### src/rtl/regfile_writeback_queue_if.sv
// Bundles the producer handshakes, register-file write port and snoop port
// of the write-back queue. The master side is the pipeline, the slave side the queue.
interface regfile_writeback_queue_if #(
    parameter int N     = 64,
    parameter int DEPTH = 4
);
    localparam int CNT_W = $clog2(DEPTH) + 1;

    logic             mem_valid;
    logic [4:0]       mem_da;
    logic [N-1:0]     mem_d;
    logic             mem_ready;

    logic             alu_valid;
    logic [4:0]       alu_da;
    logic [N-1:0]     alu_d;
    logic             alu_ready;

    logic [N-1:0]     D;
    logic [4:0]       DA;
    logic             W;

    logic [4:0]       fwd_sa;
    logic             fwd_hit;
    logic [N-1:0]     fwd_d;

    logic [CNT_W-1:0] count;

    modport master (
        output mem_valid, mem_da, mem_d,
        output alu_valid, alu_da, alu_d,
        output fwd_sa,
        input  mem_ready, alu_ready,
        input  D, DA, W,
        input  fwd_hit, fwd_d,
        input  count
    );

    modport slave (
        input  mem_valid, mem_da, mem_d,
        input  alu_valid, alu_da, alu_d,
        input  fwd_sa,
        output mem_ready, alu_ready,
        output D, DA, W,
        output fwd_hit, fwd_d,
        output count
    );
endinterface

### src/rtl/regfile_writeback_queue.sv
// Write-back stage: merges ALU and memory results into an in-order queue and
// issues one register-file write per clock, with a newest-wins snoop for forwarding.
module regfile_writeback_queue #(
    parameter int N     = 64,
    parameter int DEPTH = 4
) (
    input  logic                        clock,
    input  logic                        reset,
    regfile_writeback_queue_if.slave    bus
);
    localparam int         PTR_W = $clog2(DEPTH);
    localparam int         CNT_W = PTR_W + 1;
    localparam logic [4:0] XZR   = 5'd31;

    typedef struct packed {
        logic [4:0]   da;
        logic [N-1:0] d;
    } entry_t;

    entry_t             fifo_q [DEPTH];
    entry_t             fifo_d [DEPTH];
    logic [PTR_W-1:0]   rd_ptr_q, rd_ptr_d;
    logic [PTR_W-1:0]   wr_ptr_q, wr_ptr_d;
    logic [CNT_W-1:0]   count_q, count_d;
    logic               w_q, w_d;
    logic [4:0]         da_q, da_d;
    logic [N-1:0]       d_q, d_d;

    logic               mem_rdy, alu_rdy;
    logic               mem_keep, alu_keep;
    logic [1:0]         n_new;
    entry_t             mem_e, alu_e, new0, new1;

    logic               hit;
    logic [N-1:0]       hit_d;
    logic [PTR_W-1:0]   snoop_idx;

    // The ALU's slot budget already accounts for a memory result offered this cycle.
    assign mem_rdy = count_q < CNT_W'(DEPTH);
    assign alu_rdy = (count_q + CNT_W'(bus.mem_valid)) < CNT_W'(DEPTH);

    // NOTE: every variable written below gets a default first, so no path can infer a latch.
    always_comb begin
        mem_keep = bus.mem_valid && mem_rdy && (bus.mem_da != XZR);
        alu_keep = bus.alu_valid && alu_rdy && (bus.alu_da != XZR);
        mem_e    = '{da: bus.mem_da, d: bus.mem_d};
        alu_e    = '{da: bus.alu_da, d: bus.alu_d};
        new0     = mem_keep ? mem_e : alu_e;
        new1     = alu_e;
        n_new    = {1'b0, mem_keep} + {1'b0, alu_keep};

        fifo_d   = fifo_q;
        rd_ptr_d = rd_ptr_q;
        wr_ptr_d = wr_ptr_q;
        count_d  = count_q;
        w_d      = 1'b0;
        da_d     = da_q;
        d_d      = d_q;

        if (count_q != '0) begin
            // Queued entries are older than anything arriving now: head issues first.
            w_d      = 1'b1;
            da_d     = fifo_q[rd_ptr_q].da;
            d_d      = fifo_q[rd_ptr_q].d;
            rd_ptr_d = rd_ptr_q + PTR_W'(1);
            if (n_new != 2'd0) fifo_d[wr_ptr_q] = new0;
            if (n_new == 2'd2) fifo_d[wr_ptr_q + PTR_W'(1)] = new1;
            wr_ptr_d = wr_ptr_q + PTR_W'(n_new);
            count_d  = count_q + CNT_W'(n_new) - CNT_W'(1);
        end else if (n_new != 2'd0) begin
            w_d  = 1'b1;
            da_d = new0.da;
            d_d  = new0.d;
            if (n_new == 2'd2) begin
                fifo_d[wr_ptr_q] = new1;
                wr_ptr_d         = wr_ptr_q + PTR_W'(1);
                count_d          = CNT_W'(1);
            end
        end
    end

    always_ff @(posedge clock or negedge reset) begin
        if (!reset) begin
            rd_ptr_q <= '0;
            wr_ptr_q <= '0;
            count_q  <= '0;
            w_q      <= 1'b0;
            da_q     <= '0;
            d_q      <= '0;
        end else begin
            rd_ptr_q <= rd_ptr_d;
            wr_ptr_q <= wr_ptr_d;
            count_q  <= count_d;
            w_q      <= w_d;
            da_q     <= da_d;
            d_q      <= d_d;
        end
    end

    // NOTE: entry storage is deliberately not reset; count_q alone decides which slots are live.
    always_ff @(posedge clock) begin
        fifo_q <= fifo_d;
    end

    // Scan oldest to newest so the last match (newest) overrides earlier ones.
    always_comb begin
        hit       = 1'b0;
        hit_d     = '0;
        snoop_idx = rd_ptr_q;
        if (bus.fwd_sa != XZR) begin
            if (w_q && (da_q == bus.fwd_sa)) begin
                hit   = 1'b1;
                hit_d = d_q;
            end
            for (int i = 0; i < DEPTH; i++) begin
                snoop_idx = rd_ptr_q + PTR_W'(i);
                if ((CNT_W'(i) < count_q) && (fifo_q[snoop_idx].da == bus.fwd_sa)) begin
                    hit   = 1'b1;
                    hit_d = fifo_q[snoop_idx].d;
                end
            end
        end
    end

    assign bus.mem_ready = mem_rdy;
    assign bus.alu_ready = alu_rdy;
    assign bus.W         = w_q;
    assign bus.DA        = da_q;
    assign bus.D         = d_q;
    assign bus.count     = count_q;
    assign bus.fwd_hit   = hit;
    assign bus.fwd_d     = hit_d;
endmodule

### src/flat_wrapper.sv
// flat-port wrapper written by rule: the top's interface ports become plain ports
module regfile_writeback_queue_flat 
#(
    parameter int N     = 64,
    parameter int DEPTH = 4
)
  (clock, reset, bus_mem_valid, bus_mem_da, bus_mem_d, bus_alu_valid, bus_alu_da, bus_alu_d, bus_fwd_sa, bus_mem_ready, bus_alu_ready, bus_D, bus_DA, bus_W, bus_fwd_hit, bus_fwd_d, bus_count);
  regfile_writeback_queue_if #(.N(N), .DEPTH(DEPTH)) bus_i ();
  input  logic clock;
  input  logic reset;
  input wire logic [$bits(bus_i.mem_valid)-1:0] bus_mem_valid;
  input wire logic [$bits(bus_i.mem_da)-1:0] bus_mem_da;
  input wire logic [$bits(bus_i.mem_d)-1:0] bus_mem_d;
  input wire logic [$bits(bus_i.alu_valid)-1:0] bus_alu_valid;
  input wire logic [$bits(bus_i.alu_da)-1:0] bus_alu_da;
  input wire logic [$bits(bus_i.alu_d)-1:0] bus_alu_d;
  input wire logic [$bits(bus_i.fwd_sa)-1:0] bus_fwd_sa;
  output wire logic [$bits(bus_i.mem_ready)-1:0] bus_mem_ready;
  output wire logic [$bits(bus_i.alu_ready)-1:0] bus_alu_ready;
  output wire logic [$bits(bus_i.D)-1:0] bus_D;
  output wire logic [$bits(bus_i.DA)-1:0] bus_DA;
  output wire logic [$bits(bus_i.W)-1:0] bus_W;
  output wire logic [$bits(bus_i.fwd_hit)-1:0] bus_fwd_hit;
  output wire logic [$bits(bus_i.fwd_d)-1:0] bus_fwd_d;
  output wire logic [$bits(bus_i.count)-1:0] bus_count;
  assign bus_i.mem_valid = bus_mem_valid;
  assign bus_i.mem_da = bus_mem_da;
  assign bus_i.mem_d = bus_mem_d;
  assign bus_i.alu_valid = bus_alu_valid;
  assign bus_i.alu_da = bus_alu_da;
  assign bus_i.alu_d = bus_alu_d;
  assign bus_i.fwd_sa = bus_fwd_sa;
  assign bus_mem_ready = bus_i.mem_ready;
  assign bus_alu_ready = bus_i.alu_ready;
  assign bus_D = bus_i.D;
  assign bus_DA = bus_i.DA;
  assign bus_W = bus_i.W;
  assign bus_fwd_hit = bus_i.fwd_hit;
  assign bus_fwd_d = bus_i.fwd_d;
  assign bus_count = bus_i.count;
  regfile_writeback_queue #(.N(N), .DEPTH(DEPTH)) u_core (.clock(clock), .reset(reset), .bus(bus_i));
endmodule
### config.mk
export PLATFORM = sky130hd
export DESIGN_NAME = regfile_writeback_queue_flat
export DESIGN_NICKNAME = d
export VERILOG_FILES = /design/src/rtl/regfile_writeback_queue_if.sv /design/src/rtl/regfile_writeback_queue.sv /design/src/flat_wrapper.sv
export SDC_FILE = /design/constraint.sdc
export NUM_CORES = 2
export LEC_CHECK = 0
export ABC_CLOCK_PERIOD_IN_PS = 16320
export CAP_MARGIN = 0
export CELL_PAD_IN_SITES_DETAIL_PLACEMENT = 0
export CELL_PAD_IN_SITES_GLOBAL_PLACEMENT = 1
export CORE_MARGIN = 8
export CORE_UTILIZATION = 45
export DETAILED_ROUTE_END_ITERATION = 7
export PLACE_DENSITY_LB_ADDON = 0.1
export SKIP_LAST_GASP = 1
export SLEW_MARGIN = 20
export SYNTH_ARGS = -nofsm -noshare
export SYNTH_HDL_FRONTEND = slang
export SYNTH_SLANG_ARGS = --single-unit
### constraint.sdc
create_clock -name clock -period 16.32 [get_ports clock]
set_input_delay 3.264 -clock clock [delete_from_list [all_inputs] [get_ports clock]]
set_output_delay 3.264 -clock clock [all_outputs]
set_load 0.005 [all_outputs]
# After elaboration in Yosys (flattened, before gate mapping)
# Index checks and enable logic that the tools add are counted.
# word_totals
rom_bits	0
latch_bits	0
memories	0
ff_bits	353
wordCells	118
out_inout_bits	140
ram_bits	0
# classes
bitwise_logic	6
eq_ne	9
addsub	9
order_cmp	14
n_mul	0
n_shift	0
n_div	0
n_mux	50
n_reduce_logical	16
# op_table
op	count
two-way mux 276 bit	6
bitwise mux 276 bit	3
two-way mux 69 bit	11
binary-select mux 69 bit (select 2 bit)	4
two-way mux 64 bit	8
demux 69 bit (select 2 bit)	2
== test 5 bit	5
>= comparator 3 bit, second input constant	6
inverter 2 -> 3 bit	6
inequality test 5 bit, second input constant	3
logical AND 1 bit	11
two-way mux 5 bit	2
two-way mux 3 bit	3
two-way mux 1 bit	8
< comparator 1 x 3 -> 1 bit, first input constant	2
< comparator 2 x 3 -> 1 bit, first input constant	2
< comparator 3 x 1 -> 1 bit, second input constant	2
< comparator 3 bit, second input constant	2
two-way mux 2 bit	3
nonzero test 2 bit	3
adder 2 x 1 -> 2 bit, second input constant	2
adder 2 bit, second input constant	2
adder 3 x 1 -> 3 bit	1
adder 3 x 2 -> 3 bit	1
6 further kinds	6

# Longest topological paths before layout
# logic_depth
depth_word	11
mapped_depth	13
depth_no_buf	12

# Worst setup path after synthesis
# Ideal clock, no wire load.
# synth_path
path_kind	input to register
startpoint	input port bus_mem_da[4]
endpoint	register u_core.fifo_q[0] in the netlist's numbering (enable)
t_arrival_ns	9.847
setup_ns	0.591
slack_ns	5.882
required_ns	15.729
cell_stages	9
path_cell_list	and4_1 a21oi_1 inv_2 clkbuf_1 ha_1 clkbuf_1 clkbuf_1 clkbuf_1 o21ai_0
# synth_via
elab_chain_len	6
word_cells_on_any_way	8
cone_classes	add/sub: 1; eq/ne: 2; reduce/logical: 5
# synth_rtl
item	line_no	text
from (decl)	flat_wrapper.sv:12	input wire logic [$bits(bus_i.mem_da)-1:0] bus_mem_da;
inequality test 5 bit (*)	regfile_writeback_queue.sv:44	mem_keep = bus.mem_valid && mem_rdy && (bus.mem_da != XZR);
logical AND 1 bit (*)	regfile_writeback_queue.sv:44	
adder 1 x 1 -> 2 bit (*)	regfile_writeback_queue.sv:50	n_new = {1'b0, mem_keep} + {1'b0, alu_keep};
== test 2 bit / nonzero test 2 bit (equally long branches)	regfile_writeback_queue.sv:74, regfile_writeback_queue.sv:70	
nonzero test 2 bit (no line)	n/a	
AND reduction 2 bit (no line) (*)	n/a	
to (signal assigned)	regfile_writeback_queue.sv:102	fifo_q <= fifo_d;
to (decl)	regfile_writeback_queue.sv:20	entry_t fifo_q [DEPTH];
# Every way passes the cells marked *; elsewhere a longest branch is shown, timed or not.
# A chain may end at the register's enable or synchronous reset.

# Worst setup path after layout
# layout_path
startpoint	input port bus_fwd_sa[4]
endpoint	output port bus_fwd_d[31]
# layout_via
elab_chain_len	8
word_cells_on_any_way	17
cone_classes	eq/ne: 6; mux: 6; reduce/logical: 5
# layout_rtl
item	line_no	text
from (decl)	flat_wrapper.sv:17	input wire logic [$bits(bus_i.fwd_sa)-1:0] bus_fwd_sa;
== test 5 bit	regfile_writeback_queue.sv:111	if (w_q && (da_q == bus.fwd_sa)) begin
logical AND 1 bit	regfile_writeback_queue.sv:111	
two-way mux 64 bit	regfile_writeback_queue.sv:111	
two-way mux 64 bit (4 in series)	regfile_writeback_queue.sv:117	if ((CNT_W'(i) < count_q) && (fifo_q[snoop_idx].da == bus.fwd_sa)) begin
two-way mux 64 bit (*)	regfile_writeback_queue.sv:110	if (bus.fwd_sa != XZR) begin
to (decl)	flat_wrapper.sv:24	output wire logic [$bits(bus_i.fwd_d)-1:0] bus_fwd_d;
# Marked as above.

==> results.json <==
{
  "outcome": "complete, no violations",
  "wl_met3_um": 15090,
  "cts_buffers": 47,
  "fin_setup_tns_ps": 0,
  "wl_per_cell_um": 32.03,
  "root_buffer": "clkbuf_16",
  "finalHoldViolCount": 0,
  "dr.pass1.iters": 6,
  "grt_antenna_before_repair": 18,
  "start_util_pct": 45.29,
  "ys_seq_area_share_pct": 32.94,
  "fillers": 6228,
  "core_mm2": 0.06847,
  "routed_via_density": 7.357,
  "final.setup_skew_ps": 20.73,
  "cts_resized": 0,
  "netlist_instances": 3572,
  "dr.max_layer_used": "met5",
  "grt_pass1_vias": 30791,
  "ys.flop_type": "edfxtp_1",
  "syn_avg_cell_area_um2": 8.681,
  "clkLatencyLatePin_ps": 610,
  "slew_headroom_pct": 16.74,
  "cts.sinks": 353,
  "wl_met2_um": 64220,
  "crit_start": "bus_fwd_sa[4]",
  "final_area_mm2": 0.03531,
  "cts_hold_buf": 0,
  "yosysWarningCount": 0,
  "async_flop_share_pct": 21.81,
  "io_pins": 287,
  "critical-path-max-stage-delay_ps": 950,
  "drt_iter0_markers": 4524,
  "synth_edf_count": 276,
  "holdPathStages": 2,
  "tightest_slew_ps": 1249,
  "crit_fanout": 63,
  "syn-cell-area_mm2": 0.03101,
  "worstPathRequired_ps": 13060,
  "post-cts-setup-buffers": 0,
  "startpoint_type": "input pin",
  "port_buffers": 286,
  "peakVddDrop_mv": 0.1809,
  "die_w_um": 278.5,
  "final-max-slew-violation-count": 0,
  "cts_tree": "done",
  "die_h_um": 278.5,
  "placed_cell_area_mm2": 0.03372,
  "leakagePower_nw": 12.10,
  "hold_class": "register to register",
  "min_period_ps": 11850,
  "ys_ff_latch": 353,
  "grt_pass1_wl_um": 204600,
  "period_share_pct": 72.64,
  "slowest_stage": "nor4_1",
  "nets": 3621,
  "area_growth_pct": 13.88,
  "wl_met1_um": 55390,
  "power_density_mw_per_mm2": 256.7,
  "drv_cap": 0,
  "cp_cell_sequence": "clkdlybuf4s50_1 -> xnor2_1 -> nor3_2 -> buf_4 -> o21a_4 -> buf_4 -> a2111oi_0 -> nor4_1 -> clkdlybuf4s50_1",
  "clk_pin_slew_worst_paths_ps": 50,
  "crit_arrival_ps": 8590,
  "rows": 96,
  "gp_congestion": 0.8461,
  "r2r_cells": 11,
  "htree_levels": 2,
  "overflow": 0,
  "ant_nets": 0,
  "finalSetupViolCount": 0,
  "dp.cells": 4296,
  "cts_max_path_buffers": 3,
  "grt_usage_pct": 34.12,
  "ys_types": 55,
  "finalNonFillerCells": 4395,
  "critical_path_class": "input pin to primary output",
  "r2r_start": "u_core.bus.count[2]",
  "num_vias": 32334,
  "rsz0062_at_grt": "false",
  "dieArea_mm2": 0.07756,
  "hpwl_um": 75710,
  "hp-start": "u_core.bus.D[63]",
  "drc": 0,
  "syn-num-nets": 3730,
  "drt_wl_total_um": 140800,
  "grt_max_degree": 212,
  "drive_gt1_share_pct": 11.57,
  "fmax_ghz": 0.08436,
  "endpoint_kind": "primary output"
}
flip-flops by register name, indices dropped and copies added (netlist names):
signal,count
u_core.fifo_q,276
u_core.bus.DA,5
u_core.bus.W,1
u_core.bus.count,3
u_core.rd_ptr_q,2
u_core.wr_ptr_q,2
u_core.bus.D,64
worst max-delay path, delay by kind of cell:
kind / cells / cell delay, ps
AND/OR/NAND/NOR: 2 / 1070
XOR/XNOR: 1 / 170
buffers and inverters: 4 / 2960
AO/OA/AOI/OAI: 2 / 1040
cells in the mapped netlist, drive strengths merged, types with 5 or more instances:
master   count  share of area (%)
a2111oi     61                2.4
a211oi      61                2.1
a21oi       25               0.40
a22o        61                1.7
a32o         8               0.26
and2        51                1.0
and3         6               0.12
and4        18               0.51
buf        134                2.2
clkbuf     373                4.5
dfrtp       77                6.2
edfxtp     276                 27
ha          11               0.44
inv         13               0.16
mux2       122                4.4
mux2i      196                6.3
mux4        21                1.5
nand2      311                3.8
nand2b       5               0.10
nand3      335                5.4
nor2        57               0.71
nor2b        7               0.14
nor3         8               0.13
nor4        17               0.39
o211ai      48                1.2
o21ai      552                8.9
o221ai      46                1.3
o22a       268                7.6
o22ai      270                5.4
o2bb2a      61                2.0
or2         15               0.30
xnor2       18               0.51
xor2        15               0.42
kinds of logic after synthesis:
group / synth area share [%]
mux: 12.28
compound gates: 33.81
fa+ha+maj: 0.4439
buf+inv: 6.884
simple gates: 12.70
flops: 32.94
xor+xnor: 0.9321
final timing paths:
path                                            to  slack (ps)
max in group asynchronous       u_core.rd_ptr_q[0]       12260
worst min-delay path              u_core.bus.D[63]         620
worst max-delay path                 bus_fwd_d[31]        4470
worst min register to register    u_core.bus.D[63]         620
min in group asynchronous         u_core.bus.D[56]        2680
worst max register to register   u_core.fifo_q[21]       11240
per-layer routing:
layer  vias to the layer above  track usage [%]
li1                      13734                -
met1                     15728            44.77
met2                      2423            53.49
met3                       443            7.052
met4                         6            16.32
met5                         -                0
through the flow:
stage	utilization, %	hold WS (ps)	total power [mW]	setup WS (ps)
2_1_floorplan	-	574.3	5.870	5882
3_3_place_gp	49.25	597.2	7.631	4849
6_report	51.58	624.3	9.064	4466
5_1_grt	51.58	653.1	9.495	4392
3_5_place_dp	49.25	617.7	7.783	4735
4_1_cts	51.52	632.1	8.897	4719
placed cells by master, fill, tap and decap left out, drive strengths merged, types with 64 or more instances in the layout:
cell type,netlist,final
dfrtp,77,77
mux2i,196,196
o21ai,552,552
nand3,335,335
mux2,122,122
nand2,311,311
clkbuf,373,73
edfxtp,276,276
clkdlybuf4s50,0,285
o22ai,270,270
o22a,268,268
buf,134,64
power by group:
| group | internal, mW | leakage, nW | total [mW] | switching (mW) |
|---|---|---|---|---|
| Sequential | 1.74 | 3.86 | 2.25 | 0.511 |
| Combinational | 2.32 | 7.48 | 5.72 | 3.40 |
| Clock | 0.647 | 0.757 | 1.09 | 0.446 |
| Total | 4.71 | 12.1 | 9.06 | 4.36 |
area by class of cell:
type,count,area (um2),area share [%]
diodes,13,32.53,0.09213
clock buffers,73,1396,3.954
clock inverters,13,161.4,0.4571
inverters,14,57.56,0.1630
multi-input cells,2698,18960,53.70
flip-flops and latches,353,10220,28.95
well taps,882,1104,3.125
repair buffers,349,3374,9.556
Note: power is estimated with default switching activity, not from simulation.
